File: src/rtl/vc_pkg.sv
// Shared vector-core definitions: calc_mode encodings, beat width and the
// beats-per-group rule used by the weight fetch path.
package vc_pkg;

    localparam int unsigned BEAT_W = 128;

    localparam logic [2:0] CALC_CONV    = 3'b000;
    localparam logic [2:0] CALC_SPARSE  = 3'b001;
    localparam logic [2:0] CALC_DW      = 3'b010;
    localparam logic [2:0] CALC_FC      = 3'b011;
    localparam logic [2:0] CALC_DENSE_X = 3'b100;
    localparam logic [2:0] CALC_DW_X    = 3'b101;

    typedef enum logic [1:0] {
        StIdle,
        StRun,
        StDone
    } ld_state_e;

    // Number of 128b beats making up one weight group (1..4).
    function automatic logic [2:0] beats_per_group(input logic [2:0] mode, input logic dbl);
        logic [2:0] b;
        case (mode)
            CALC_CONV, CALC_FC, CALC_DENSE_X: b = 3'd1;
            CALC_SPARSE:                      b = 3'd3;
            CALC_DW, CALC_DW_X:               b = dbl ? 3'd4 : 3'd2;
            default:                          b = 3'd1;
        endcase
        return b;
    endfunction

endpackage

File: src/rtl/weight_beat_fifo.sv
// Small synchronous FIFO holding LB beats between read return and the weight
// register write. Flush has priority over push/pop.
module weight_beat_fifo #(
    parameter int unsigned DEPTH = 4,
    parameter int unsigned WIDTH = 128
) (
    input  logic                     clk,
    input  logic                     rstn,
    input  logic                     i_push,
    input  logic [WIDTH-1:0]         i_wdata,
    input  logic                     i_pop,
    input  logic                     i_flush,
    output logic [WIDTH-1:0]         o_rdata,
    output logic [$clog2(DEPTH):0]   o_count,
    output logic                     o_empty
);

    localparam int unsigned AW = $clog2(DEPTH);
    localparam int unsigned CW = AW + 1;

    logic [WIDTH-1:0] r_mem [DEPTH];
    logic [AW-1:0]    r_wptr;
    logic [AW-1:0]    r_rptr;
    logic [CW-1:0]    r_count;
    logic             w_full;
    logic             w_push;
    logic             w_pop;

    assign o_empty = (r_count == '0);
    assign w_full  = (r_count == CW'(DEPTH));
    assign w_pop   = i_pop & ~o_empty;
    assign w_push  = i_push & (~w_full | w_pop);
    assign o_rdata = r_mem[r_rptr];
    assign o_count = r_count;

    always_ff @(posedge clk or negedge rstn) begin
        if (!rstn) begin
            r_wptr  <= '0;
            r_rptr  <= '0;
            r_count <= '0;
        end else if (i_flush) begin
            r_wptr  <= '0;
            r_rptr  <= '0;
            r_count <= '0;
        end else begin
            if (w_push) r_wptr <= r_wptr + 1'b1;
            if (w_pop)  r_rptr <= r_rptr + 1'b1;
            r_count <= r_count + CW'(w_push) - CW'(w_pop);
        end
    end

    always_ff @(posedge clk) begin
        if (w_push && !i_flush) r_mem[r_wptr] <= i_wdata;
    end

endmodule

File: src/rtl/weight_lb_loader.sv
// Weight fetch stage: credit-limited LB reads into a beat FIFO, then group-wise
// writes into the weight register, holding each group until compute consumes it.
module weight_lb_loader
    import vc_pkg::*;
#(
    parameter int unsigned LB_AW      = 12,
    parameter int unsigned FIFO_DEPTH = 4,
    parameter int unsigned GRP_W      = 16
) (
    input  logic              clk,
    input  logic              rstn,
    input  logic              start,
    input  logic              abort,
    input  logic [2:0]        cfg_calc_mode,
    input  logic              cfg_double_byte,
    input  logic [LB_AW-1:0]  cfg_base_addr,
    input  logic [GRP_W-1:0]  cfg_group_num,
    output logic              lb_rd_en,
    output logic [LB_AW-1:0]  lb_rd_addr,
    input  logic              lb_rd_data_vld,
    input  logic [BEAT_W-1:0] lb_rd_data,
    output logic              weight_wr_vld,
    output logic [1:0]        weight_reg_wr_cnt,
    output logic [BEAT_W-1:0] LB_data_out,
    input  logic              weight_wr_done,
    input  logic              weight_consume,
    output logic              weight_ready,
    output logic              busy,
    output logic              done,
    output logic              err_sync
);

    localparam int unsigned CW    = $clog2(FIFO_DEPTH) + 1;
    localparam int unsigned TOT_W = GRP_W + 2;
    localparam logic [CW:0] CREDIT_MAX = (CW + 1)'(FIFO_DEPTH);

    ld_state_e        r_state;
    ld_state_e        w_state_nxt;
    logic [1:0]       r_bm1;
    logic [TOT_W-1:0] r_total;
    logic [TOT_W-1:0] r_issued;
    logic [LB_AW-1:0] r_base;
    logic [GRP_W-1:0] r_groups;
    logic [GRP_W-1:0] r_grp_used;
    logic [CW-1:0]    r_outstanding;
    logic [1:0]       r_wr_beat;
    logic             r_grp_loaded;
    logic             r_err;

    logic [2:0]        w_beats;
    logic              w_run;
    logic              w_start_ok;
    logic              w_consume;
    logic              w_last_beat;
    logic              w_credit_ok;
    logic              w_fifo_push;
    logic              w_fifo_empty;
    logic [CW-1:0]     w_fifo_count;
    logic [BEAT_W-1:0] w_fifo_rdata;

    assign w_beats     = beats_per_group(cfg_calc_mode, cfg_double_byte);
    assign w_run       = (r_state == StRun);
    assign w_start_ok  = start & ~abort & (r_state == StIdle) & (r_outstanding == '0);
    assign w_consume   = w_run & weight_consume & r_grp_loaded;
    assign w_last_beat = (r_wr_beat == r_bm1);

    // Reads in flight plus beats already buffered may never exceed the FIFO.
    assign w_credit_ok = ({1'b0, r_outstanding} + {1'b0, w_fifo_count}) < CREDIT_MAX;

    assign lb_rd_en          = w_run & (r_issued < r_total) & w_credit_ok;
    assign lb_rd_addr        = r_base + LB_AW'(r_issued);
    assign weight_wr_vld     = w_run & ~w_fifo_empty & ~r_grp_loaded;
    assign LB_data_out       = w_fifo_empty ? '0 : w_fifo_rdata;
    assign weight_reg_wr_cnt = r_bm1;
    assign weight_ready      = r_grp_loaded;
    assign busy              = (r_state != StIdle) | (r_outstanding != '0);
    assign done              = (r_state == StDone);
    assign err_sync          = r_err;

    // Words returning outside RUN belong to an aborted layer and are dropped.
    assign w_fifo_push = lb_rd_data_vld & w_run;

    weight_beat_fifo #(
        .DEPTH (FIFO_DEPTH),
        .WIDTH (BEAT_W)
    ) u_fifo (
        .clk     (clk),
        .rstn    (rstn),
        .i_push  (w_fifo_push),
        .i_wdata (lb_rd_data),
        .i_pop   (weight_wr_vld),
        .i_flush (abort),
        .o_rdata (w_fifo_rdata),
        .o_count (w_fifo_count),
        .o_empty (w_fifo_empty)
    );

    always_comb begin
        w_state_nxt = r_state;
        if (abort) begin
            w_state_nxt = StIdle;
        end else begin
            unique case (r_state)
                StIdle: begin
                    if (w_start_ok) w_state_nxt = (cfg_group_num == '0) ? StDone : StRun;
                end
                StRun: begin
                    if (w_consume && ((r_grp_used + GRP_W'(1)) == r_groups)) w_state_nxt = StDone;
                end
                StDone:  w_state_nxt = StIdle;
                default: w_state_nxt = StIdle;
            endcase
        end
    end

    always_ff @(posedge clk or negedge rstn) begin
        if (!rstn) r_state <= StIdle;
        else       r_state <= w_state_nxt;
    end

    always_ff @(posedge clk or negedge rstn) begin
        if (!rstn) begin
            r_bm1         <= '0;
            r_total       <= '0;
            r_issued      <= '0;
            r_base        <= '0;
            r_groups      <= '0;
            r_grp_used    <= '0;
            r_outstanding <= '0;
            r_wr_beat     <= '0;
            r_grp_loaded  <= 1'b0;
            r_err         <= 1'b0;
        end else begin
            // Outstanding keeps draining across abort so busy covers late returns.
            r_outstanding <= r_outstanding + CW'(lb_rd_en) - CW'(lb_rd_data_vld);

            if (w_start_ok) begin
                r_err <= 1'b0;
            end else if (weight_wr_done != (weight_wr_vld & w_last_beat)) begin
                r_err <= 1'b1;
            end

            if (abort) begin
                r_issued     <= '0;
                r_wr_beat    <= '0;
                r_grp_loaded <= 1'b0;
                r_grp_used   <= '0;
            end else if (w_start_ok) begin
                r_bm1        <= 2'(w_beats - 3'd1);
                r_total      <= TOT_W'(cfg_group_num) * TOT_W'(w_beats);
                r_base       <= cfg_base_addr;
                r_groups     <= cfg_group_num;
                r_issued     <= '0;
                r_wr_beat    <= '0;
                r_grp_loaded <= 1'b0;
                r_grp_used   <= '0;
            end else begin
                if (lb_rd_en) r_issued <= r_issued + 1'b1;
                if (weight_wr_vld) begin
                    if (w_last_beat) begin
                        r_wr_beat    <= '0;
                        r_grp_loaded <= 1'b1;
                    end else begin
                        r_wr_beat <= r_wr_beat + 1'b1;
                    end
                end
                if (w_consume) begin
                    r_grp_loaded <= 1'b0;
                    r_grp_used   <= r_grp_used + 1'b1;
                end
            end
        end
    end

endmodule

File: config.mk
export PLATFORM = sky130hd
export DESIGN_NAME = weight_lb_loader
export DESIGN_NICKNAME = d
export VERILOG_FILES = /design/src/rtl/vc_pkg.sv /design/src/rtl/weight_beat_fifo.sv /design/src/rtl/weight_lb_loader.sv
export SDC_FILE = /design/constraint.sdc
export NUM_CORES = 1
export LEC_CHECK = 0
export CORE_MARGIN = 2
export CORE_UTILIZATION = 60
export DETAILED_ROUTE_END_ITERATION = 16
export PLACE_DENSITY = 0.85
export SETUP_SLACK_MARGIN = 0.2
export SLEW_MARGIN = 40
export SYNTH_ARGS = -nofsm -noshare
export SYNTH_HDL_FRONTEND = slang
export SYNTH_SLANG_ARGS = --single-unit
export TNS_END_PERCENT = 20
File: constraint.sdc
create_clock -name clk -period 7.4 [get_ports clk]
set_input_delay 1.11 -clock clk [delete_from_list [all_inputs] [get_ports clk]]
set_output_delay 1.11 -clock clk [all_outputs]
set_load 0.02 [all_outputs]
# After elaboration in Yosys (flattened, before gate mapping)
# Memory sizes are Yosys's and may differ from the RTL's.
# Index checks and enable logic that the tools add are counted.
[word_totals]
word_cells = 113
input_bits = 167
ramBits = 512
regBits = 98
mem_count = 1
[memory_table]
columns = ["name", "words", "word_bits", "rd", "rd_clocked_by_memory_dff", "write_ports", "line", "text"]
rows = [
  ["u_fifo.r_mem", 4, 128, 1, 0, 1, "weight_beat_fifo.sv:21", "logic [WIDTH-1:0] r_mem [DEPTH];"],
]
[classes]
add_sub_neg = 12
bitwise = 19
mux = 32
multipliers = 1
n_eq_ne = 11
n_lt_le_gt_ge = 2
reduce_logical = 21
[ops]
columns = ["op", "n"]
rows = [
  ["$mux W128", 1],
  ["$mux W18", 3],
  ["$mux W16", 3],
  ["$mux W2", 12],
  ["$add A18 B1 Y18 const B", 1],
  ["$lt A18 B18 Y1", 1],
  ["$mul A16 B3 Y18", 1],
  ["$add A16 B1 Y16 const B", 1],
  ["$eq A16 B16 Y1", 1],
  ["$logic_not A16 Y1", 1],
  ["$and A1 B1 Y1", 13],
  ["$add A12 B12 Y12", 1],
  ["$reduce_bool A3 Y1", 4],
  ["$mux W1", 9],
  ["$reduce_bool A2 Y1", 4],
  ["$reduce_bool A4 Y1", 2],
  ["$add A2 B1 Y2 const B", 3],
  ["$add A3 B1 Y3", 2],
  ["$eq A3 B3 Y1 const B", 2],
  ["$logic_not A3 Y1", 2],
  ["$mux W3", 2],
  ["$pmux W3 S2", 1],
  ["$reduce_and A2 Y1", 3],
  ["$sub A3 B1 Y3", 2],
  ["18 further kinds", 23],
]

# Logic depth before layout (Yosys ltp)
# Gate-level depths: netlist of run 1.
[depth]
ltp_word = 10
depth_mapped = 16
mapped_depth_nobuf = 14

# By module
# From an unflattened synthesis of run 1, not the netlist that was laid out.
[unflattened]
hier_cells = 1678
area_unflattened_um2 = 26541.7
[modules_own_cells]
columns = ["mod", "instances", "cells_each", "area_per_inst_um2"]
rows = [
  ["weight_beat_fifo", 1, 713, 18928.2],
  ["weight_lb_loader", 1, 965, 7613.6],
]

# Least setup slack after synthesis of run 1
# Ideal clock, no wire load.
[synth_path]
path_type = "input to register"
from = "input port lb_rd_data_vld"
to = "memory u_fifo.r_mem[0][0], enable pin"
path_stages = 4
arrival_ns = 4.683
t_required_ns = 6.897
n_path_buf = 0
slack_ns = 2.215
cell_sequence = "nand2_1 > a41oi_1 > nor2b_1 > and2_1"
[synth_via]
elab_chain_len = 5
[synth_rtl]
columns = ["item", "line", "text"]
rows = [
  ["start, declared", "weight_lb_loader.sv:20", "input logic lb_rd_data_vld,"],
  ["$and A1 B1 Y1", "weight_lb_loader.sv:81", "assign w_fifo_push = lb_rd_data_vld & w_run;"],
  ["$and A1 B1 Y1", "weight_beat_fifo.sv:32", "assign w_push = i_push & (~w_full | w_pop);"],
  ["$logic_and A1 B1 Y1", "weight_beat_fifo.sv:53", "if (w_push && !i_flush) r_mem[r_wptr] <= i_wdata;"],
  ["$mux W1", "weight_beat_fifo.sv:53", ""],
  ["$mux W1 (not written as such)", "weight_beat_fifo.sv:53", ""],
  ["end, declared", "weight_beat_fifo.sv:21", ""],
]
# Every way passes these cells.

# Worst setup path after layout of run 1
[layout_path]
from = "input port cfg_calc_mode[2]"
to = "register r_total[17]"
[layout_via]
elab_chain_len = 4
word_cells_on_any_way = 6
cone_classes = "mul (1); eq/ne (3); mux (1); reduce/logical (1)"
[layout_rtl]
columns = ["item", "line", "text"]
rows = [
  ["start, declared", "weight_lb_loader.sv:14", "input logic [2:0] cfg_calc_mode,"],
  ["$eq A3 B2 Y1 or $eq A3 B3 Y1 (tied branches)", "vc_pkg.sv:23", "case (mode)"],
  ["$reduce_or A2 Y1", "vc_pkg.sv:23", ""],
  ["$pmux W3 S2 (*)", "vc_pkg.sv:23", ""],
  ["$mul A16 B3 Y18 (*)", "weight_lb_loader.sv:150", "r_total <= TOT_W'(cfg_group_num) * TOT_W'(w_beats);"],
  ["end signal, assigned", "weight_lb_loader.sv:150", ""],
  ["end, declared", "weight_lb_loader.sv:40", "logic [TOT_W-1:0] r_total;"],
]
# Every way passes the cells marked *; elsewhere a longest branch is shown, timed or not.
# A chain may end at the register's enable or synchronous reset.

==> results.md, run 1 <==
* Status: finished, final reports clean
* Hold Path Class: in -> async
* FILL cells at 2,516
* Synth-to-layout area growth at 21.9%
* Detail Placement HPWL at 39,100 um
* Post-synth EDFFs at 512
* Endpoint class of the critical path: register
* Final clock skew at 0.0631 ns
* Post-route design area at 0.0323 mm^2
* Root Driver: clkbuf_16
* Die area at 0.0458 mm^2
* Mapped Cells at 1,664
* Antenna violations before repair at 19
* RR Endpoint: u_fifo.r_mem[1][17]
* Switching share of power at 0.264
* GRT Total Usage at 0.287
* Relative slew slack at 0.469
* Register area share after synthesis at 0.674
* Post-CTS sizing at 0
* Netlist cell types at 63
* Asr flop ratio synth at 0.161
* Area after DPL at 0.0302 mm^2
* Share of the synthesized area in the top cell type at 0.581
* Sequential share of power at 0.473
* Largest cells by area after synthesis: edfxtp_1 58%, mux4_2 11%, dfrtp_1 9.3%
* Die Y at 214 um
* Nets at 2,227
* Crit path kind: in -> reg
* P_leak at 11.0 nW
* Data required, critical path at 7.86 ns
* Setup TNS at 0 ns
* Final setup violating endpoints at 0
* Final Max Tran Viols at 0
* Worst-Skew Late Latency at 0.65 ns
* Routability Congestion at 0.856
* Vias/cell at 6.03
* DP Cell Count at 2,505
* Most frequent cell after synthesis: edfxtp_1
* Setup slack on the worst flop-to-flop path at 3.99 ns
* DRC viols at 0
* Seq cells post-synth at 610
* Final period util at 0.691
* Initial Util at 0.612
* RSZ-0062 raised after global routing: no
* Top post-synthesis cells by count: 512 x edfxtp_1, 168 x nand2_1, 142 x nor2b_1, 128 x mux4_2, 98 x dfrtp_1
* Final hold vios at 0
* Largest net degree at the start of global routing at 93
* Detailed Route Iter0 Violations at 1,473
* Net switching power figure at 0.00224 W
* Period minus WS final at 5.11 ns
* H-tree Lvls at 2
* Final ANT Viol Nets at 0
* # Post-CTS Setup Buffers at 0
* Clock group share of total power at 0.354
* Internal Power at 0.00625 W
* Worst Path Arrival at 5.57 ns
* Vias in the first global route at 16,700
* Port buffer count at 314
* R2R depth at 6
* Routed Wire Length at 65,100 um
* Syn. warnings at 0
* GR Overflow Total at 0
* First-pass GRT wire length at 99,800 um
* DR pass1 iterations at 5
* Vias at 15,900
* Hold slack at 0.411 ns
* CTS tree: yes
* Core area at 0.0433 mm^2
* IR drop worst, VDD at 0.262 mV
* Net Count, Synth at 1,906
* Reg clk slew, reported paths at 0.06 ns
* Logic pwr share at 0.173
* Die width at 214 um
* Top FF cell, synth: edfxtp_1
* Critical Path Source Type: input port
* Post-synthesis instance area at 0.0265 mm^2
* WL per Instance at 24.7 um
* Slew of the pin with the lowest slew margin at 0.796 ns
* PwrDens at 263 mW/mm^2
* Leading area contributor after synthesis: edfxtp_1
* Clk sinks at 610
* # rows at 76
* Layout cell share with drive strength beyond 1 at 0.125
* I/O pin cnt at 315
* Max Cap Viol at 0
* TritonCTS Buffers at 60
* Crit Path Max Fanout at 18
* Max clock buf depth at 3
* RR Startpoint: r_state[1]
* F_max at 196 MHz
* Count of hold-fix buffers inserted at cts at 0
* Fin cells at 2,631
* Avg Cell Area, Syn at 15.9 um^2
## layout by cell type (no fill, tap or decap), types with 15 or more instances in the layout
| cell | instances |
|---|---|
| o21ai_1 | 20 |
| buf_4 | 16 |
| ha_1 | 57 |
| o31ai_1 | 15 |
| nor2_1 | 51 |
| nand2_1 | 168 |
| mux4_2 | 128 |
| dfrtp_1 | 96 |
| fa_1 | 18 |
| clkbuf_16 | 60 |
| xnor2_1 | 45 |
| nor2b_1 | 141 |
| o21ai_0 | 20 |
| inv_1 | 70 |
| nand3_1 | 20 |
| edfxtp_1 | 512 |
| clkdlybuf4s50_1 | 313 |
| xor2_1 | 20 |
| a21oi_1 | 44 |
## cell families after synthesis
group / count (synthesis) / synth area share
multiplexers: 133 / 0.111
flip-flops: 610 / 0.674
adder cells (fa/ha/maj): 75 / 0.0406
AO/OA/AOI/OAI: 154 / 0.0366
buffers and inverters: 146 / 0.0223
AND/OR/NAND/NOR: 481 / 0.0945
XOR/XNOR: 65 / 0.0215
## power by group through the flow
stage	combinational, W	sequential [W]	clock (W)
2_1_floorplan	0.000834	0.00405	0
3_3_place_gp	0.00140	0.00407	0
3_5_place_dp	0.00145	0.00408	0
4_1_cts	0.00147	0.00402	0.00304
5_1_grt	0.00159	0.00403	0.00317
6_report	0.00147	0.00402	0.00300
## cell type report
| cell class | instances | area (um^2) | area share |
|---|---|---|---|
| multi-input cells | 908 | 8090 | 0.251 |
| clock inverters | 37 | 389 | 0.0121 |
| well taps | 585 | 732 | 0.0227 |
| diodes | 13 | 32.5 | 0.00101 |
| clock buffers | 73 | 1550 | 0.0481 |
| flip-flops and latches | 610 | 17800 | 0.553 |
| inverters | 70 | 263 | 0.00815 |
| repair buffers | 335 | 3360 | 0.104 |
## how the worst max path moves through the flow
stage                startpoint  cells after the start  slack [ns]                 end
3_3_place_gp   cfg_calc_mode[1]                     16        1.47         r_total[16]
5_1_grt        cfg_calc_mode[2]                     16        1.99         r_total[17]
4_1_cts        cfg_calc_mode[2]                     16        2.39         r_total[17]
2_1_floorplan    lb_rd_data_vld                      4        2.21  u_fifo.r_mem[0][0]
6_report       cfg_calc_mode[2]                     16        2.29         r_total[17]
3_5_place_dp   cfg_calc_mode[2]                     16        1.79         r_total[16]
## metrics by stage
stage / power, W / worst slack [ns] / util
4_1_cts: 0.00852 / 2.39 / 0.743
6_report: 0.00848 / 2.29 / 0.746
5_1_grt: 0.00879 / 1.99 / 0.745
3_5_place_dp: 0.00553 / 1.79 / 0.698
2_1_floorplan: 0.00489 / 2.21 / -
3_3_place_gp: 0.00547 / 1.47 / 0.698
## state kept, by name, summed over array words and instances (netlist names), 2 cells and up
name               flops
u_fifo.r_mem         512
r_issued              18
r_total               18
r_groups              16
r_grp_used            16
r_base                12
r_outstanding          3
u_fifo.o_count         3
r_state                2
r_wr_beat              2
u_fifo.r_rptr          2
u_fifo.r_wptr          2
weight_reg_wr_cnt      2
## critical path, cell delays in order
cell and delay, ns:
clkdlybuf4s50_1 0.48, nor3b_1 0.29, a21oi_1 0.07, buf_4 0.20
nor2b_2 0.55, nand2_1 0.17, fa_1 0.56, inv_1 0.07
ha_1 0.31, a211oi_1 0.36, o21ai_1 0.19, a41oi_1 0.40
a21oi_1 0.20, a311oi_1 0.37, xnor2_1 0.17, o21ai_1 0.08
## routing by layer
layer / track usage / vias up / routed length, um
met4: 0.104 / 14 / 2020
met2: 0.486 / 719 / 33500
li1: - / 6921 / -
met1: 0.359 / 8091 / 23800
met3: 0.0784 / 122 / 5700
met5: 0 / - / 91
Power figures use the tool's default switching activity.
==> inputs of run 2 (changes only) <==
CORE_UTILIZATION = 51   (was 60)
PLACE_DENSITY = 0.77   (was 0.85)
clock period = 4.55 ns   (was 7.4 ns; I/O delays follow)
==> run 2 against run 1 <==
  * Non-clock buffer count is 43 higher
  * Critical path depth is 5 lower
  * Via count is 1.9% lower
  * Critical path type is now reg -> out
  * Largest power group unchanged
  * Die area is 17% higher
  * First-iteration DRC count is 33% lower
==> results.md, run 2 (same netlist as run 1, synthesis figures left out) <==
* Status: finished, final reports clean
* TritonCTS Buffers at 61 (+1.7%)
* Max reg flops at 512 (unchanged)
* Vias in the first global route at 16,400 (-1.6%)
* P_leak at 11.3 nW (+2.4%)
* Worst-Skew Late Latency at 0.64 ns (about the same)
* DRC viols at 0 (unchanged)
* Most frequent cells in the layout: 512 x edfxtp_1, 312 x clkdlybuf4s50_1, 168 x nand2_1
* Dpl ws at -0.299 ns (-2.09 ns)
* Final ANT Viol Nets at 0 (unchanged)
* Endpoint class of the critical path: primary output
* Sequential share of power at 0.475 (+0.002)
* Crit-path most repeated cell: o21ai_0
* Die area at 0.0537 mm^2 (+17%)
* Port buffer count at 314 (unchanged)
* Routed Wire Length at 60,000 um (-7.9%)
* Crit path kind: reg -> out
* Worst Path Arrival at 3.53 ns (-2.04 ns)
* Worst path top cell family by delay: compound AO/OA/AOI/OAI gates
* Count of hold-fix buffers inserted at cts at 0 (unchanged)
* Multi-input gate area at 0.00808 mm^2 (-0.14%)
* Crit Path Max Fanout at 6 (-12)
* Clk sinks at 610 (unchanged)
* Die Y at 232 um (+8.3%)
* GRT Total Usage at 0.226 (-0.0619)
* Nets at 2,271 (+2.0%)
* Vias/cell at 5.62 (-6.8%)
* IR drop worst, VDD at 0.289 mV (+10%)
* Final period util at 0.926
* Final clock skew at 0.0408 ns (-0.0222 ns)
* Switching share of power at 0.260 (-0.00382)
* Internal Power at 0.0102 W (+63%)
* Final hold vios at 0 (unchanged)
* Slew of the pin with the lowest slew margin at 0.822 ns (+0.0260 ns)
* Detailed Route Iter0 Violations at 988 (-33%)
* Commonest non-fill, non-tap cell in the layout: edfxtp_1
* Max Cap Viol at 0 (unchanged)
* Antenna violations before repair at 13 (-6)
* Setup TNS at 0 ns (unchanged)
* PwrDens at 419 mW/mm^2 (+59%)
* FILL cells at 3,675 (+46%)
* Final Max Tran Viols at 0 (unchanged)
* Critical Path Source Type: register
* CTS tree: yes
* RSZ-0062 raised after global routing: yes
* CP max stage delay at 0.55 ns (about the same)
* WL per Instance at 21.7 um (-12%)
* Most flops, register: u_fifo.r_mem
* Regs by FF count: u_fifo.r_mem: 512 flops, r_issued: 18 flops, r_total: 18 flops
* I/O pin cnt at 315 (unchanged)
* Largest net degree at the start of global routing at 67 (-28%)
* Worst path bufs/invs at 2 (-1)
* DR pass1 iterations at 5 (unchanged)
* Slowest CP cell: clkdlybuf4s50_1
* Die width at 232 um (+8.3%)
* Reg clk slew, reported paths at 0.06 ns (about the same)
* CP cell instances: ha_1 -> inv_1 -> fa_1 -> nor2b_1 -> o21ai_0 -> a21boi_0 -> o21ai_0 -> a21oi_2 -> mux2i_1 -> nand3_1 -> clkdlybuf4s50_1
* Root Driver: clkbuf_16
* First-pass GRT wire length at 92,300 um (-7.5%)
* Vias at 15,600 (-1.9%)
* Synth-to-layout area growth at 23.7%
* Core area at 0.0513 mm^2 (+19%)
* Detail Placement HPWL at 39,300 um (+0.50%)
* Layout cell share with drive strength beyond 1 at 0.143 (+0.0172)
* Final setup margin at 0.338 ns (-1.95 ns)
* Data required, critical path at 3.87 ns (-3.99 ns)
* Routability Congestion at 0.832 (-2.9%)
* # rows at 83 (+9.2%)
* Initial Util at 0.516 (-0.0958)
* Net switching power figure at 0.00357 W (+59%)
* Relative slew slack at 0.452 (-0.0174)
* GR Overflow Total at 0 (unchanged)
* Clock group share of total power at 0.349 (-0.005)
* Register area at 0.0178 mm^2 (unchanged)
* Period minus WS final at 4.21 ns
* Hold Path Class: in -> async
* Logic pwr share at 0.175 (+0.002)
* F_max at 237 MHz
* Final setup violating endpoints at 0 (unchanged)
* H-tree Lvls at 2 (unchanged)
* Max clock buf depth at 3 (unchanged)
## run 2: path summary, 6_finish.rpt
check	start	end	slack (ns)	cells past startpoint
max	r_issued[0]	lb_rd_addr[10]	0.34	11
min	rstn	r_outstanding[0]	0.13	1
max reg2reg	u_fifo.o_count[2]	r_outstanding[2]	1.47	13
min reg2reg	r_total[0]	r_total[0]	0.47	2
max in group asynchronous	rstn	r_groups[1]	3.38	2
min in group clk	r_total[0]	r_total[0]	0.47	2
## run 2: worst register-to-register path, delay by kind of cell (launching register included)
| kind | cells | cell delay [ns] |
|---|---|---|
| flops | 1 | 0.43 |
| simple gates | 2 | 0.33 |
| xor+xnor | 2 | 0.35 |
| compound gates | 3 | 0.62 |
| buf+inv | 3 | 0.43 |
| fa+ha+maj | 3 | 0.82 |
## run 2: final cells by class
cell class | count | share of cell area
inverters | 70 | 0.00803
clock buffers | 89 | 0.0511
clock inverters | 27 | 0.00757
repair buffers | 378 | 0.115
flip-flops and latches | 610 | 0.545
diodes | 6 | 0.000459
well taps | 680 | 0.0260
multi-input cells | 908 | 0.247
## run 2: power groups by stage
| stage | registers [W] | logic (W) | clock network (W) |
|---|---|---|---|
| final | 0.00652 | 0.00241 | 0.00479 |
| after global routing | 0.00655 | 0.00263 | 0.00511 |
| after CTS | 0.00652 | 0.00243 | 0.00489 |
| after detailed placement | 0.00662 | 0.00241 | 0 |
| after global placement | 0.00662 | 0.00235 | 0 |
| after floorplan | 0.00659 | 0.00136 | 0 |
## run 2: through the flow
step,hold WS [ns],area (um^2),power [W],std cells,util
2_1_floorplan,0.387,26500,0.00794,1664,-
3_3_place_gp,0.457,30800,0.00897,2646,0.600
3_5_place_dp,0.459,30800,0.00904,2646,0.600
4_1_cts,0.0984,32700,0.0138,2762,0.638
5_1_grt,0.151,32700,0.0143,2766,0.638
6_report,0.130,32700,0.0137,2768,0.638
## run 2: layer usage
metal / share of wire / wire (um) / vias to the layer above / track usage
li1: - / - / 7007 / -
met1: 0.40 / 23700 / 7902 / 0.281
met2: 0.49 / 29200 / 511 / 0.373
met3: 0.086 / 5140 / 125 / 0.0744
met4: 0.030 / 1770 / 16 / 0.0755
met5: 0.0018 / 105 / - / 0
## run 2: repair_timing
item | CTS | global route
buffers inserted | 0 | 0
setup endpoints to repair | 0 | 8
gates resized for setup | 0 | 3
==> inputs of run 3 (changes only) <==
CORE_ASPECT_RATIO = 1.25   (was default)
==> run 3 against run 2 <==
  * Hold slack lost 0.050 ns
  * Largest cell class unchanged
  * Flip-flop and latch count unchanged
  * Sequential power is essentially flat
  * Largest power group unchanged
  * Via count shrank 0.80%
  * Global-route usage up 0.14 points
  * Worst setup slack worse by 0.033 ns
  * Register-to-register slack worse by 0.22 ns
  * Sequential share of layout area is 0.17 points higher
==> results.md, run 3 (same netlist as run 1, synthesis figures left out) <==
* Hold slack at 0.0805 ns (-0.0499 ns)
* Clk sinks at 610 (unchanged)
* I/O pin cnt at 315 (unchanged)
* Post-layout util at 0.635 (-0.00356)
* Detailed Route Iter0 Violations at 1,023 (+3.5%)
* Synth-to-layout area growth at 23.3%
* Worst-Skew Late Latency at 0.62 ns (-0.02 ns)
* Hold Path Class: in -> async
* Internal Power at 0.0101 W (-0.60%)
* First-pass GRT wire length at 93,700 um (+1.4%)
* P_leak at 11.2 nW (-0.74%)
* Post-route design area at 0.0326 mm^2 (-0.31%)
* DR pass1 iterations at 5 (unchanged)
* DRC viols at 0 (unchanged)
* Dpl ws at -0.188 ns (+0.111 ns)
* WL per Instance at 22.4 um (+3.3%)
* Nets at 2,257 (-0.62%)
* Final hold vios at 0 (unchanged)
* Period minus WS final at 4.25 ns (+0.0331 ns)
* # Post-CTS Setup Buffers at 0 (unchanged)
* IR drop worst, VDD at 0.414 mV (+43%)
* Die width at 208 um (-10%)
* Max Cap Viol at 0 (unchanged)
* Final ANT Viol Nets at 0 (unchanged)
* Largest net degree at the start of global routing at 105 (+57%)
* Switching share of power at 0.263 (+0.00338)
* Final setup violating endpoints at 0 (unchanged)
* Slew of the pin with the lowest slew margin at 0.809 ns (-0.0131 ns)
* Crit Path Max Fanout at 5 (-1)
* PwrDens at 420 mW/mm^2 (+0.16%)
* Antenna violations before repair at 15 (+2)
* Vias/cell at 5.65 (+0.54%)
* FILL cells at 3,641 (-0.93%)
* Die area at 0.0537 mm^2 (about the same)
* Routed Wire Length at 61,100 um (+1.9%)
* Worst Path Arrival at 3.56 ns (+0.03 ns)
* Layout cell share with drive strength beyond 1 at 0.143 (about the same)
* Area after DPL at 0.0307 mm^2 (-0.20%)
* Crit path kind: reg -> out
* Most flops, register: u_fifo.r_mem
* Max reg flops at 512 (unchanged)
* Final setup margin at 0.305 ns (-0.0331 ns)
* TritonCTS Buffers at 59 (-3.3%)
* Core area at 0.0514 mm^2 (+0.25%)
* Clock group share of total power at 0.349 (about the same)
* RSZ-0062 raised after global routing: yes
* CTS tree: yes
* Reg clk slew, reported paths at 0.06 ns (about the same)
* Commonest non-fill, non-tap cell in the layout: edfxtp_1
* Critical Path Source Type: register
* Initial Util at 0.515 (-0.00131)
* Net switching power figure at 0.00361 W (+1.2%)
* Root Driver: clkbuf_16
* Vias in the first global route at 16,500 (+0.93%)
* Setup slack on the worst flop-to-flop path at 1.25 ns (-0.22 ns)
* Final Max Tran Viols at 0 (unchanged)
* Data required, critical path at 3.87 ns (about the same)
* Status: finished, final reports clean
* F_max at 236 MHz (-0.78%)
* Die Y at 259 um (+12%)
* DP Cell Count at 2,619 (-1.0%)
* H-tree Lvls at 2 (unchanged)
* Final period util at 0.933 (+0.00728)
* Final clock skew at 0.0172 ns (-0.0236 ns)
* Sequential share of power at 0.477 (+0.002)
* Endpoint class of the critical path: primary output
* GR Overflow Total at 0 (unchanged)
* Detail Placement HPWL at 40,600 um (+3.5%)
* Port buffer count at 314 (unchanged)
* Fin cells at 2,731 (-1.3%)
* Vias at 15,400 (-0.80%)
* Relative slew slack at 0.459 (+0.00738)
* Routability Congestion at 0.833 (+0.20%)
* Logic pwr share at 0.175 (about the same)
* Most frequent cells in the layout: 512 x edfxtp_1, 313 x clkdlybuf4s50_1, 168 x nand2_1
* GRT Total Usage at 0.227 (+0.00144)
* Regs by FF count: u_fifo.r_mem: 512 flops, r_issued: 18 flops, r_total: 18 flops
* # rows at 93 (+12%)
* Max clock buf depth at 3 (unchanged)
## run 3: changes by cell type in the layout (fill, tap and decap cells not counted), moves of 5 or more
cell	previous run	this run
buf_4	53	37
clkbuf_1	25	8
inv_6	0	6
clkinvlp_4	0	5
## run 3: worst paths after layout
path                               from                to  cells past startpoint
hold reg to reg              r_total[0]        r_total[0]                      2
setup reg to reg           r_issued[17]  r_outstanding[2]                     12
setup / recovery           r_issued[17]          lb_rd_en                      8
min in group clk             r_total[0]        r_total[0]                      2
hold / removal                     rstn         r_base[5]                      1
max in group asynchronous          rstn  u_fifo.r_rptr[1]                      2
## run 3: repair_timing
action | 4_1_cts | 5_1_grt
setup endpoints to repair | 0 | 5
gates resized for setup | 0 | 3
hold buffers | 0 | 0
## run 3: worst max-delay path: stages (launching register included)
cell and delay, ns:
dfrtp_1 0.40, ha_1 0.29, nor4_1 0.32, nand2_1 0.08
a31oi_1 0.50, o211ai_1 0.23, a21o_1 0.29, inv_1 0.20
clkdlybuf4s50_1 0.64
## run 3: final cells by class
| type | count | area [um^2] | share of cell area |
|---|---|---|---|
| well taps | 665 | 832 | 0.0255 |
| multi-input cells | 908 | 8080 | 0.248 |
| clock inverters | 38 | 378 | 0.0116 |
| inverters | 70 | 263 | 0.00805 |
| clock buffers | 67 | 1510 | 0.0462 |
| diodes | 7 | 17.5 | 0.000537 |
| flip-flops and latches | 610 | 17800 | 0.546 |
| repair buffers | 366 | 3720 | 0.114 |
## run 3: power by group through the flow
| stage | Clock [W] | Combinational, W | Sequential, W |
|---|---|---|---|
| 4_1_cts | 0.00487 | 0.00241 | 0.00653 |
| 2_1_floorplan | 0 | 0.00136 | 0.00659 |
| 5_1_grt | 0.00507 | 0.00261 | 0.00655 |
| 3_3_place_gp | 0 | 0.00233 | 0.00663 |
| 3_5_place_dp | 0 | 0.00240 | 0.00664 |
| 6_report | 0.00478 | 0.00239 | 0.00653 |
## run 3: metal layers
layer	vias to the layer above	global-route usage	routed length, um
li1	6983	-	-
met3	118	0.0698	4490
met4	16	0.0837	1980
met1	7882	0.270	23100
met5	-	0	117
met2	437	0.392	31400
## run 3: metrics by stage
step,TNS [ns],total power (W)
after floorplan,-85.59,0.00794
after global placement,-0.143,0.00896
after detailed placement,-0.188,0.00904
after CTS,0,0.0138
after global routing,0,0.0142
final,0,0.0137
